[src/rtl/conv_line_ctrl.sv]
// conv_line_ctrl: line controller for a TAPS-long PE chain.
// Loads TAPS weights, streams one line of pixels into the chain, tracks which
// chain outputs are valid results with a tag pipe that advances in lockstep
// with the datapath, and hands the saturated chain result out on a
// valid/ready port.
//
// Handshakes: a transfer happens on a rising clock edge where valid and ready
// are both 1. Ready never depends on valid; valid, once raised on the result
// port, holds with stable data until a transfer takes it.
module conv_line_ctrl #(
    parameter int I_X   = 8,
    parameter int I_W   = 8,
    parameter int O_SAT = 16,
    parameter int TAPS  = 5,
    parameter int LAT   = 5,
    parameter int LEN_W = 8
) (
    input  logic                  i_clk,
    input  logic                  i_rst_n,
    input  logic                  i_start,
    input  logic [LEN_W-1:0]      i_len,
    input  logic                  i_w_valid,
    output logic                  o_w_ready,
    input  logic [I_W-1:0]        i_w,
    input  logic                  i_x_valid,
    output logic                  o_x_ready,
    input  logic [I_X-1:0]        i_x,
    output logic                  o_dp_en,
    output logic [I_X-1:0]        o_dp_x,
    output logic [TAPS*I_W-1:0]   o_dp_w,
    input  logic [O_SAT-1:0]      i_dp_psum,
    output logic                  o_y_valid,
    input  logic                  i_y_ready,
    output logic [O_SAT-1:0]      o_y,
    output logic                  o_busy,
    output logic                  o_done,
    output logic                  o_err
);

    localparam int WC_W = (TAPS > 1) ? $clog2(TAPS) : 1;
    localparam logic [WC_W-1:0]  LAST_TAP  = WC_W'(TAPS - 1);
    localparam logic [LEN_W-1:0] MIN_LEN   = LEN_W'(TAPS);
    localparam logic [LEN_W-1:0] TAG_START = LEN_W'(TAPS - 1);

    typedef enum logic [2:0] {
        S_IDLE   = 3'd0,
        S_LOAD_W = 3'd1,
        S_RUN    = 3'd2,
        S_DRAIN  = 3'd3,
        S_DONE   = 3'd4
    } state_t;

    state_t           r_state;
    state_t           w_next_state;

    logic [LEN_W-1:0] r_len;
    logic [WC_W-1:0]  r_w_cnt;
    logic [LEN_W-1:0] r_x_cnt;
    logic [LAT-1:0]   r_tag;
    logic [I_W-1:0]   r_w [TAPS];
    logic             r_y_valid;
    logic [O_SAT-1:0] r_y;
    logic             r_err;

    logic             w_stall;
    logic             w_w_ready;
    logic             w_x_ready;
    logic             w_w_fire;
    logic             w_x_fire;
    logic             w_dp_en;
    logic [I_X-1:0]   w_dp_x;
    logic             w_tag_in;
    logic             w_busy;
    logic             w_done;
    logic             w_start_ok;
    logic             w_start_bad;
    logic             w_capture;
    logic [TAPS*I_W-1:0] w_dp_w;

    // A held result that the consumer refuses freezes the whole datapath.
    assign w_stall   = r_y_valid && !i_y_ready;
    // The tail tag marks the chain output belonging to a full window.
    assign w_capture = w_dp_en && r_tag[LAT-1];

    // State register.
    always_ff @(posedge i_clk) begin
        if (!i_rst_n) begin
            r_state <= S_IDLE;
        end else begin
            r_state <= w_next_state;
        end
    end

    // Next-state logic and per-state handshake / datapath controls.
    always_comb begin
        w_next_state = r_state;
        w_w_ready    = 1'b0;
        w_x_ready    = 1'b0;
        w_w_fire     = 1'b0;
        w_x_fire     = 1'b0;
        w_dp_en      = 1'b0;
        w_dp_x       = '0;
        w_tag_in     = 1'b0;
        w_busy       = 1'b1;
        w_done       = 1'b0;
        w_start_ok   = 1'b0;
        w_start_bad  = 1'b0;
        case (r_state)
            S_IDLE: begin
                w_busy = 1'b0;
                if (i_start) begin
                    if (i_len >= MIN_LEN) begin
                        w_start_ok   = 1'b1;
                        w_next_state = S_LOAD_W;
                    end else begin
                        w_start_bad = 1'b1;
                    end
                end
            end
            S_LOAD_W: begin
                w_w_ready = 1'b1;
                w_w_fire  = i_w_valid;
                if (w_w_fire && (r_w_cnt == LAST_TAP)) begin
                    w_next_state = S_RUN;
                end
            end
            S_RUN: begin
                w_x_ready = !w_stall;
                w_x_fire  = i_x_valid && !w_stall;
                if (w_x_fire) begin
                    w_dp_en  = 1'b1;
                    w_dp_x   = i_x;
                    w_tag_in = (r_x_cnt >= TAG_START);
                    if (r_x_cnt == (r_len - LEN_W'(1))) begin
                        w_next_state = S_DRAIN;
                    end
                end
            end
            S_DRAIN: begin
                // Push zeros through the chain until every tagged result is out.
                w_dp_en = !w_stall;
                if ((r_tag == '0) && !r_y_valid) begin
                    w_next_state = S_DONE;
                end
            end
            S_DONE: begin
                w_done       = 1'b1;
                w_next_state = S_IDLE;
            end
            default: begin
                w_next_state = S_IDLE;
            end
        endcase
    end

    // Line length, counters, weight registers and the tag pipe.
    always_ff @(posedge i_clk) begin
        if (!i_rst_n) begin
            r_len   <= '0;
            r_w_cnt <= '0;
            r_x_cnt <= '0;
            r_tag   <= '0;
            for (int k = 0; k < TAPS; k++) begin
                r_w[k] <= '0;
            end
        end else begin
            if (w_start_ok) begin
                r_len   <= i_len;
                r_w_cnt <= '0;
                r_x_cnt <= '0;
                r_tag   <= '0;
            end
            if (w_w_fire) begin
                r_w[r_w_cnt] <= i_w;
                r_w_cnt      <= r_w_cnt + 1'b1;
            end
            if (w_x_fire) begin
                r_x_cnt <= r_x_cnt + 1'b1;
            end
            if (w_dp_en) begin
                r_tag <= {r_tag[LAT-2:0], w_tag_in};
            end
        end
    end

    // Result register and the bad-length pulse.
    always_ff @(posedge i_clk) begin
        if (!i_rst_n) begin
            r_y_valid <= 1'b0;
            r_y       <= '0;
            r_err     <= 1'b0;
        end else begin
            r_err <= w_start_bad;
            if (w_capture) begin
                r_y       <= i_dp_psum;
                r_y_valid <= 1'b1;
            end else if (i_y_ready) begin
                r_y_valid <= 1'b0;
            end
        end
    end

    // Pack the weight registers onto the chain bus, tap k at [k*I_W +: I_W].
    always_comb begin
        w_dp_w = '0;
        for (int k = 0; k < TAPS; k++) begin
            w_dp_w[k*I_W +: I_W] = r_w[k];
        end
    end

    assign o_w_ready = w_w_ready;
    assign o_x_ready = w_x_ready;
    assign o_dp_en   = w_dp_en;
    assign o_dp_x    = w_dp_x;
    assign o_dp_w    = w_dp_w;
    assign o_y_valid = r_y_valid;
    assign o_y       = r_y;
    assign o_busy    = w_busy;
    assign o_done    = w_done;
    assign o_err     = r_err;

endmodule

[config.mk]
export PLATFORM = sky130hd
export DESIGN_NAME = conv_line_ctrl
export DESIGN_NICKNAME = d
export VERILOG_FILES = /design/src/rtl/conv_line_ctrl.sv
export SDC_FILE = /design/constraint.sdc
export NUM_CORES = 1
export LEC_CHECK = 0
export BUFFER_PORTS_ARGS = -buffer_cell sky130_fd_sc_hd__buf_2
export CELL_PAD_IN_SITES_DETAIL_PLACEMENT = 1
export CELL_PAD_IN_SITES_GLOBAL_PLACEMENT = 2
export CORE_ASPECT_RATIO = 1.25
export CORE_MARGIN = 5
export CORE_UTILIZATION = 31
export CTS_CLUSTER_SIZE = 14
export DETAILED_ROUTE_END_ITERATION = 8
export PLACE_DENSITY = 0.77
export RECOVER_POWER = 25
export SYNTH_ARGS = -nofsm -noshare
export SYNTH_HDL_FRONTEND = slang
export SYNTH_SLANG_ARGS = --single-unit
export TNS_END_PERCENT = 50
[constraint.sdc]
create_clock -name i_clk -period 3 [get_ports i_clk]
set_input_delay 0.45 -clock i_clk [delete_from_list [all_inputs] [get_ports i_clk]]
set_output_delay 0.45 -clock i_clk [all_outputs]
set_load 0.03 [all_outputs]
==> results of run 1 <==
## cells by family (layout without fill, tap and decap cells)
logic type,Yosys count,in the layout,synth area share
compound gates,59,59,0.0925
xor+xnor,13,13,0.0293
fa+ha+maj,5,5,0.0161
buf+inv,31,146,0.0432
flops,85,85,0.541
mux,2,2,0.00548
simple gates,194,194,0.272
## cell usage after synthesis (9+ instances only)
cell type,n
and2_1,49
inv_1,9
clkbuf_1,12
nand2_2,12
o21ai_0,11
edfxtp_1,40
nand3_1,16
dfxtp_1,45
a21oi_1,28
nor2_1,19
nand2_1,58
a21oi_2,10
## worst register-to-register path, stage by stage (launching register included)
cell and delay, ns:
dfxtp_1 0.54, nand2b_4 0.11, or3b_4 0.45, nor3_2 0.20, and3_1 0.32, nand2b_1 0.36
## sequential cells by signal, summed over array words and instances (netlist names)
signal	flops
r_x_cnt	8
r_state	3
r_len	8
o_err	1
o_y_valid	1
r_w_cnt	3
o_y	16
r_w	40
r_tag	5
## metal layers
metal / GRT usage / up-vias / part of all wire
li1: - / 1540 / -
met1: 0.152 / 1503 / 0.39
met3: 0.0329 / 14 / 0.059
met2: 0.252 / 97 / 0.53
met4: 0.0500 / 0 / 0.023
met5: 0 / - / 0
## final timing paths
kind | from | end | depth (start not counted)
max | r_state[1]$_SDFFE_PN0P_ | o_dp_x[1] | 3
min | i_dp_psum[6] | o_y[6]$_SDFFE_PN0P_ | 3
max reg2reg | r_state[0]$_SDFFE_PN0P_ | r_w[0][7]$_SDFFCE_PN0P_ | 5
min reg2reg | o_y[14]$_SDFFE_PN0P_ | o_y[14]$_SDFFE_PN0P_ | 2
## area by class of cell
cell class / instances / share of cell area
Clock inverter: 6 / 0.0151
Sequential cell: 85 / 0.436
Tap cell: 164 / 0.0426
Timing Repair Buffer: 120 / 0.114
Inverter: 10 / 0.00883
Multi-Input combinational cell: 273 / 0.335
Clock buffer: 10 / 0.0475
## cell usage in the layout (no fill, tap or decap), drive strengths merged, types with 2 or more instances in the layout
cell / synthesis / layout
and2: 50 / 50
nand3b: 2 / 2
nor2: 21 / 21
xnor2: 6 / 6
clkbuf: 12 / 58
buf: 9 / 72
inv: 9 / 10
nand3: 16 / 16
nand2b: 5 / 5
o21ai: 11 / 11
ha: 5 / 5
nand4: 4 / 4
a21oi: 38 / 38
nor3b: 3 / 3
xor2: 7 / 7
and3: 5 / 5
a31oi: 4 / 4
clkinvlp: 0 / 3
nand2: 70 / 70
clkinv: 1 / 2
nor3: 9 / 9
nor4: 3 / 3
dfxtp: 45 / 45
edfxtp: 40 / 40
## where the power goes
group          switching (mW)  internal (mW)  leakage (nW)  total, mW
Combinational           0.277          0.137         0.929      0.414
Sequential             0.0436           1.25         0.777       1.30
Clock                   0.462          0.652         0.137       1.11
Total                   0.782           2.04          1.84       2.83
==> results.txt, run 1 <==
The flow ran to the end, and the final reports show no timing, DRC or antenna violations. In this run the cell area of the synthesized design comes to 3880 um^2. The final standard cell utilization of the core came out at 0.394. After synthesis, the cell types taking the most area are edfxtp_1, dfxtp_1, and2_1. The remaining design rule violation count is 0. The pin slew with the least headroom to its limit is 0.505 ns. The number of flops mapped to enable cells by yosys is 40.

Data on the critical path is required at its endpoint by 2.55 ns. The number of slew-limit violations in the final report was 0. The horizontal die dimension is 110 um. The quantity of hold-fixing buffers added after cts came out at 0. The longest individual stage delay on the worst path came out at 0.60 ns.

In this run the tool buffered the top-level ports with 116 buffer cells. The number of global-route vias before repair is 3,176. The final net count is 550.

In this run the deepest clock path goes through 2 buffers. The number of placed I/O pins is 117. Global routing finished with a remaining overflow of 0. Derived from the worst setup path, the maximum achievable clock frequency is 426 MHz. The top cell type's share of synthesized area is 0.309. The largest net degree at the start of global routing came out at 40.

CTS placed an instance of clkbuf_16 at the clock tree root. The total power divided by cell area came out at 587 nW/um^2. The final weighted congestion in routability-driven placement came out at 0.761. IR analysis of the VDD net gives a maximum drop of 228 uV. The overall die height came out at 135 um.

The count of filler cells inserted in the layout is 1,478. Across the routed clock network, the largest skew measured is 0.0113 ns. The clock transition at the register clock pins on the worst setup and hold paths after CTS is 0.07 ns. The estimated wirelength of the detail-placed design is 7.81 mm.

The fraction of layout cells with a size suffix above 1 is 0.238. The average detailed-routed wire length per instance came out at 15.4 um. In this run the worst path has a maximum fanout of 15.

For this run, the number of Yosys warnings is 0. Among cell families on the critical path, the largest total delay comes from simple AND/OR/NAND/NOR gates. The final-report setup violation count came out at 0. The count of final hold-check violations came to 0.

The synthesis-to-layout area growth is 24.0%. The number of buffers inserted during clock tree synthesis is 9. The worst setup path is launched from a flip-flop. Among all flip-flop cells after synthesis, the most frequent one is dfxtp_1. The non-filler instance count after layout came out at 668.

The class of the tightest hold or removal check is input port to flip-flop. The total die area came out at 14,900 um^2. The multi-input combinational cells in the finished layout cover a total of 1610 um^2. Once placement completed, the tool counted placed cells totaling 652. The aggregate negative setup slack is 0 ns. The critical path goes through and4_1 -> and2_1 -> buf_2. The slowest stage of the critical path is the dfxtp_1 cell. The clock reaches the later pin of the worst-skew pair after 0.34 ns. The global-route wire length before repair came out at 16.0 mm.

The type of the worst setup path is flip-flop to primary output. The post-route fraction of the period consumed by the critical path is 0.782. Summing all flip-flop and latch instances after layout gives 2100 um^2. The aggregate global-route resource usage is 0.138. The maximum level of the CTS H-tree came out at 3. The clock sink count came out at 85.

The final route contains 3,154 vias. After synthesis the netlist holds a flip-flop and latch count of 85. The total detailed-routing wirelength is 10.3 mm. The area of the core came out at 12,200 um^2.

The synthesized instance count came out at 389. Final hold analysis gives a worst-case slack of 0.342 ns. The initial antenna violation count is 0. The effective utilization at floorplan came out at 0.318.

Setup slack on the worst reg-to-reg path comes out at 0.70 ns. The number of buffer and inverter instances along the worst setup path is 1. The number of antenna diodes in the final layout is 0.

The number of gates resized after cts came out at 0. The max-slew headroom at the worst pin is 0.664. After clock tree synthesis, the setup repair step added 0 buffers. The number of detailed-route iterations in the first pass is 5.

The synthesized netlist contains 47 unique library cells. The worst path setup slack after routing came out at 0.653 ns. The final period demand of the worst path is 2.35 ns. Summed over all cells, the static leakage comes to 1.84 nW. The pre-CTS setup slack is 0.708 ns.

The worst setup path is captured at a primary output. The sum of internal, switching and leakage power is 2.83 mW. Counting flops with an async set or reset pin after synthesis yields a share of 0. The average cell area after synthesis is 9.98 um^2. The post-detailed-placement cell area is 4570 um^2. Setup repair after global routing left no endpoint under its margin. The tool flagged a number of max-cap violations equal to 0. The summed area of non-filler cells in the final layout is 4820 um^2. The biggest area contributor in the post-synthesis netlist is edfxtp_1. The net count after synthesis came out at 440. The post-route antenna net violation count came out at 0.

TritonCTS built the clock tree. The worst endpoint data arrival time is 1.90 ns. After floorplanning, the core was divided into 45 placement rows. The share of the Yosys chip area taken by registers is 0.541. The vias per cell is 4.72. The number of DRC violations after detailed-routing iteration 0 is 94.
Note: power is estimated with default switching activity, not from simulation.
==> run 2: changes to the inputs <==
==> constraint.sdc (replaced) <==
create_clock -name i_clk -period 2.2 [get_ports i_clk]
set_input_delay 0.33 -clock i_clk [delete_from_list [all_inputs] [get_ports i_clk]]
set_output_delay 0.33 -clock i_clk [all_outputs]
set_load 0.03 [all_outputs]
==> results.txt, run 2 (same netlist as run 1, synthesis figures left out) <==
The overall overflow remaining after global route is 0 (unchanged). The type of the worst setup path was flip-flop to flip-flop (was flip-flop to primary output). The number of global-route vias before repair came out at 3,208 (was 3,176). The non-filler instance count after layout came out at 678 (was 668). The fraction of layout cells with a size suffix above 1 came out at 0.257 (was 0.238). The number of DRC violations after detailed-routing iteration 0 came out at 78 (was 94). The number of buffers on the longest clock path is 2 (unchanged). The end point of the critical path is r_w[2][4]$_SDFFCE_PN0P_ (was o_dp_x[1]). The number of buffers inserted during clock tree synthesis is 9 (unchanged). The most common cell after layout, fill and taps aside is buf_2 (unchanged).

The data required time of the critical path is 2.20 ns (was 2.55 ns). The number of input and output port buffers inserted is 116 (unchanged). The area taken by flip-flops and latches came out at 2100 um^2 (unchanged). The number of placed I/O pins came to 117 (unchanged).

The worst voltage drop across the vdd grid came to 421 uV (was 228 uV). The register with the most flip-flops is r_w (unchanged). The longest individual stage delay on the worst path came out at 0.44 ns (was 0.60 ns). The total detailed-routing wirelength is 10.3 mm (about the same). The initial antenna violation count came out at 0 (unchanged).

The global-route wire length before repair is 16.5 mm (was 16.0 mm). The post-CTS repair timing setup buffer count is 0 (unchanged). The leakage power summed over all cells came out at 1.89 nW (was 1.84 nW). The start of the worst register-to-register path is r_state[2]$_SDFFE_PN0P_ (was r_state[0]$_SDFFE_PN0P_). The largest net degree at the start of global routing came to 40 (unchanged). The number of flip-flops under the largest register name is 40 (unchanged). The total die area came out at 14,900 um^2 (unchanged).

The vias per cell came out at 4.64 (was 4.72). The synthesis-to-layout area growth is 25.8% (was 24.0%). The quantity of hold-fixing buffers added after cts came out at 0 (unchanged).

The register-to-register path setup slack came out at 0.14 ns (was 0.70 ns). The critical path startpoint category is a flip-flop (unchanged). The final net count came out at 560 (was 550). The aggregate global-route resource usage is 0.142 (was 0.138). The number of stages on the worst setup path came to 5 (was 3). The cell at the root of the clock tree was clkbuf_16 (unchanged). The area of the core came out at 12,200 um^2 (unchanged). The maximum level of the CTS H-tree came out at 3 (unchanged). The final weighted congestion in routability-driven placement came to 0.769 (was 0.761). The slowest cell on the critical path is or3b_4 (was dfxtp_1). The CTS tree is done (unchanged). Commonest cells after routing, fill and taps aside: buf_2, nand2_1, and2_1, clkbuf_1, dfxtp_1 (unchanged). The critical path capture point type is a flip-flop (was primary output).

Critical path cell sequence: nand2b_4 -> or3b_4 -> nor3_2 -> and3_1 -> nand2b_1 (was and4_1 -> and2_1 -> buf_2). The peak clock frequency supported by timing is 486 MHz. The overall die height is 135 um (unchanged). The total power divided by cell area is 791 nW/um^2 (was 587 nW/um^2). The worst endpoint data arrival time is 2.06 ns (was 1.90 ns). The count of filler cells inserted in the layout came to 1,475 (was 1,478). The remaining design rule violation count is 0 (unchanged). The critical path's top delay family was simple AND/OR/NAND/NOR gates (unchanged). The destination of the worst register-to-register timing path is r_w[2][4]$_SDFFCE_PN0P_ (was r_w[0][7]$_SDFFCE_PN0P_). The post-route fraction of the period consumed by the critical path came out at 0.936. The horizontal die dimension came out at 110 um (unchanged). The depth of the most critical reg-to-reg path is 5 (unchanged). The number of placement rows is 45 (unchanged). The antenna diode count came to 0 (unchanged). The clock sink count is 85 (unchanged).

Result of the run: finished clean (unchanged). The pin slew with the least headroom to its limit came out at 0.505 ns (about the same). The sum of internal, switching and leakage power came out at 3.86 mW (was 2.83 mW). The multi-input gate area in the final layout was 1620 um^2 (was 1610 um^2). The post-route antenna net violation count came out at 0 (unchanged). The count of final hold-check violations is 0 (unchanged). The clock latency on the worst-skew pair is 0.34 ns (about the same). The final-report setup violation count came out at 0 (unchanged).

The max-cap check violation count came to 0 (unchanged). The worst-path maximum fanout came out at 8 (was 15). The number of buffer and inverter instances along the worst setup path is 0 (was 1). The number of detailed-route iterations in the first pass came out at 4 (was 5). The average detailed-routed wire length per instance was 15.2 um (was 15.4 um).

The cell total after placement is 662 (was 652). The clock transition at the register clock pins on the worst setup and hold paths after CTS is 0.06 ns (was 0.07 ns). The effective utilization at floorplan came out at 0.318 (unchanged). The number of slew-limit violations in the final report came out at 0 (unchanged). The final period demand of the worst path came out at 2.06 ns. The estimated wirelength of the detail-placed design came out at 7.97 mm (was 7.81 mm). The worst clock skew is 0.00577 ns (was 0.0113 ns).

The start point of the critical path is r_state[2]$_SDFFE_PN0P_ (was r_state[1]$_SDFFE_PN0P_). The detailed-route via count is 3,149 (was 3,154). The class of the tightest hold or removal check is input port to flip-flop (unchanged). The max-slew headroom at the worst pin is 0.663 (was 0.664).
-- run 2: cell count changes in the layout (fill, tap and decap cells not counted), sizes merged --
cell,before,now
buf,72,82
-- run 2: power by group --
part	leakage [nW]	total (mW)	internal [mW]	switching [mW]
Sequential	0.777	1.75	1.71	0.0437
Clock	0.135	1.50	0.876	0.623
Combinational	0.981	0.612	0.217	0.395
-- run 2: worst min-delay path, stage by stage --
cell	delay (ns)
buf_2	0.10
nand2_2	0.05
a21oi_2	0.04
-- run 2: cell type report --
cell class / count / share of cell area
Clock buffer: 10 / 0.0469
Inverter: 10 / 0.00870
Tap cell: 164 / 0.0420
Sequential cell: 85 / 0.430
Multi-Input combinational cell: 273 / 0.332
Timing Repair Buffer: 130 / 0.128
Clock inverter: 6 / 0.0125
-- run 2: per-stage QoR --
step	area (um^2)	utilization	setup TNS, ns	hold slack, ns	setup WS, ns
global placement	4650	0.381	0	0.439	0.166
detailed placement	4650	0.381	0	0.447	0.140
global route	4890	0.400	-0.000340	0.206	-0.000340
CTS	4940	0.404	0	0.208	0.0264
finish	4890	0.400	0	0.221	0.142
floorplan	3880	-	-0.983	0.445	-0.0614
-- run 2: worst min path at each step --
stage,start,to,slack [ns],cells past startpoint
after floorplan,r_tag[2]$_SDFFE_PN0P_,r_tag[3]$_SDFFE_PN0P_,0.44,2
after global placement,o_y[14]$_SDFFE_PN0P_,o_y[14]$_SDFFE_PN0P_,0.44,2
after detailed placement,o_y[15]$_SDFFE_PN0P_,o_y[15]$_SDFFE_PN0P_,0.45,2
after CTS,i_dp_psum[5],o_y[5]$_SDFFE_PN0P_,0.21,3
after global routing,i_dp_psum[4],o_y[4]$_SDFFE_PN0P_,0.21,3
final,i_dp_psum[5],o_y[5]$_SDFFE_PN0P_,0.22,3
-- run 2: layer usage --
metal,part of all wire,global-route usage
met5,0,0
met4,0.014,0.0493
met3,0.067,0.0358
met2,0.52,0.256
met1,0.40,0.161
-- run 2: repair_timing --
item / CTS / global route
setup endpoints to repair: 8 / 6
gates resized for setup: 1 / 2
pin swaps: 0 / 0
==> run 3: changes to the inputs <==
--- a/config.mk
+++ b/config.mk
@@ -10,11 +10,12 @@
 export CELL_PAD_IN_SITES_GLOBAL_PLACEMENT = 2
 export CORE_ASPECT_RATIO = 1.25
 export CORE_MARGIN = 5
-export CORE_UTILIZATION = 31
+export CORE_UTILIZATION = 33
 export CTS_CLUSTER_SIZE = 14
 export DETAILED_ROUTE_END_ITERATION = 8
-export PLACE_DENSITY = 0.77
+export PLACE_DENSITY = 0.82
 export RECOVER_POWER = 25
+export SKIP_LAST_GASP = 1
 export SYNTH_ARGS = -nofsm -noshare
 export SYNTH_HDL_FRONTEND = slang
 export SYNTH_SLANG_ARGS = --single-unit
==> constraint.sdc (replaced) <==
create_clock -name i_clk -period 2.5 [get_ports i_clk]
set_input_delay 0.375 -clock i_clk [delete_from_list [all_inputs] [get_ports i_clk]]
set_output_delay 0.375 -clock i_clk [all_outputs]
set_load 0.03 [all_outputs]
==> results.txt, run 3 (same netlist as run 1, synthesis figures left out) <==
The clock transition at the register clock pins on the worst setup and hold paths after CTS is 0.06 ns (about the same). The final-report setup violation count is 0 (unchanged). The number of global-route vias before repair came to 3,228 (was 3,208). The total detailed-routing wirelength was 10.2 mm (was 10.3 mm). The worst endpoint data arrival time is 2.31 ns (was 2.06 ns).

The worst-path maximum fanout is 9 (was 8). The clock latency on the worst-skew pair is 0.34 ns (about the same). The class of the tightest hold or removal check is input port to flip-flop (unchanged). The final net count is 553 (was 560). The vias per cell is 4.88 (was 4.64). The cell at the root of the clock tree is clkbuf_16 (unchanged).

The initial antenna violation count was 0 (unchanged). The register with the most flip-flops is r_w (unchanged). The CTS tree is done (unchanged). The max-slew headroom at the worst pin is 0.680 (was 0.663). The largest net degree at the start of global routing came out at 40 (unchanged). Critical path cell sequence: nand2b_4 -> or3b_4 -> nor3_2 -> and3_1 -> nand2b_1 (unchanged). The overall overflow remaining after global route came out at 0 (unchanged). The average detailed-routed wire length per instance was 15.8 um (was 15.2 um). The global-route wire length before repair is 16.3 mm (was 16.5 mm). The critical path startpoint category is a flip-flop (unchanged). The post-route antenna net violation count came out at 0 (unchanged). The multi-input gate area in the final layout came out at 1610 um^2 (was 1620 um^2). The area taken by flip-flops and latches is 2100 um^2 (unchanged). The pin slew with the least headroom to its limit was 0.477 ns (was 0.505 ns). Result of the run: finished clean (unchanged).

The type of the worst setup path is flip-flop to flip-flop (unchanged). The horizontal die dimension is 107 um (was 110 um). The summed area of non-filler cells in the final layout came out at 4850 um^2 (was 4890 um^2).

The most common cell after layout, fill and taps aside was buf_2 (unchanged). The area of the core is 11,600 um^2 (was 12,200 um^2). The count of filler cells inserted in the layout is 1,362 (was 1,475). The max-cap check violation count is 0 (unchanged).

The detailed-route via count is 3,149 (unchanged). The antenna diode count is 0 (unchanged). Commonest cells after routing, fill and taps aside: buf_2, nand2_1, and2_1 (was buf_2, nand2_1, and2_1, clkbuf_1, dfxtp_1). The quantity of hold-fixing buffers added after cts is 0 (unchanged).

Setup repair after global routing left no endpoint under its margin. The non-filler instance count after layout came out at 645 (was 678). The final weighted congestion in routability-driven placement is 0.757 (was 0.769). The fraction of layout cells with a size suffix above 1 came out at 0.245 (was 0.257). The leakage power summed over all cells is 1.89 nW (about the same).

The final period demand of the worst path came out at 2.31 ns (was 2.06 ns). The worst voltage drop across the vdd grid came out at 368 uV (was 421 uV). The number of flip-flops under the largest register name is 40 (unchanged).

The count of final hold-check violations is 0 (unchanged). The worst clock skew came out at 0.00676 ns (was 0.00577 ns). The slowest cell on the critical path is dfxtp_1 (was or3b_4). The post-detailed-placement cell area is 4560 um^2 (was 4650 um^2). The number of buffers inserted during clock tree synthesis came to 9 (unchanged). The depth of the most critical reg-to-reg path is 5 (unchanged). The total die area is 14,100 um^2 (was 14,900 um^2). The total power divided by cell area came out at 737 nW/um^2 (was 791 nW/um^2).

The synthesis-to-layout area growth was 24.9% (was 25.8%). The number of DRC violations after detailed-routing iteration 0 came out at 109 (was 78). The number of detailed-route iterations in the first pass came to 4 (unchanged). The remaining design rule violation count came to 0 (unchanged). The effective utilization at floorplan was 0.336 (was 0.318). The peak clock frequency supported by timing came to 434 MHz (was 486 MHz).

The cell total after placement was 629 (was 662). The aggregate negative setup slack came out at 0 ns (unchanged). The critical path capture point type is a flip-flop (unchanged).

The data required time of the critical path is 2.50 ns (was 2.20 ns). The number of placed I/O pins is 117 (unchanged). The longest individual stage delay on the worst path is 0.53 ns (was 0.44 ns). The number of gates resized after cts came to 0 (was 1). The post-CTS repair timing setup buffer count came out at 0 (unchanged). The number of input and output port buffers inserted was 116 (unchanged).

The number of slew-limit violations in the final report is 0 (unchanged). The overall die height was 131 um (was 135 um). The maximum level of the CTS H-tree is 3 (unchanged). The clock sink count is 85 (unchanged). The aggregate global-route resource usage came to 0.146 (was 0.142). The worst hold path cell count came out at 3 (unchanged). The final standard cell utilization of the core is 0.419 (was 0.400).

The estimated wirelength of the detail-placed design came out at 7.74 mm (was 7.97 mm). The number of buffers on the longest clock path was 2 (unchanged). The number of placement rows was 44 (was 45).

The post-route fraction of the period consumed by the critical path came out at 0.922 (was 0.936).
run 3: path summary, 6_finish.rpt:
kind,start,endpoint,slack [ns]
max,r_state[0]$_SDFFE_PN0P_,r_w[0][3]$_SDFFCE_PN0P_,0.19
max reg2reg,r_state[0]$_SDFFE_PN0P_,r_w[0][3]$_SDFFCE_PN0P_,0.19
min reg2reg,o_y[11]$_SDFFE_PN0P_,o_y[11]$_SDFFE_PN0P_,0.46
min,i_dp_psum[5],o_y[5]$_SDFFE_PN0P_,0.26
run 3: final cells by class:
type / instances / area share
multi-input cells: 273 / 0.333
clock buffers: 12 / 0.0596
repair buffers: 123 / 0.118
well taps: 138 / 0.0356
clock inverters: 4 / 0.0116
inverters: 10 / 0.00877
flip-flops and latches: 85 / 0.433
run 3: metrics by stage:
step	hold WS (ns)	power (mW)	setup slack, ns
after detailed placement	0.451	2.11	0.191
after global placement	0.440	2.09	0.289
final	0.263	3.57	0.194
after CTS	0.254	3.62	0.181
after global routing	0.253	3.73	0.0470
after floorplan	0.445	1.93	0.239
run 3: routing by layer:
layer	routed length (um)	global-route usage	vias up
li1	-	-	1551
met1	4160	0.162	1496
met2	5230	0.261	90
met3	603	0.0417	12
met4	170	0.0519	0
met5	0	0	-
run 3: where the power goes:
part | internal (mW) | switching, mW | leakage [nW]
combinational | 0.175 | 0.341 | 0.942
clock | 0.934 | 0.578 | 0.172
sequential | 1.50 | 0.0411 | 0.777
total | 2.61 | 0.960 | 1.89
run 3: critical path, delay by kind of cell (launching register included):
kind	cells	cell delay (ns)
and+or+nand+nor	5	1.44
DFF	1	0.53
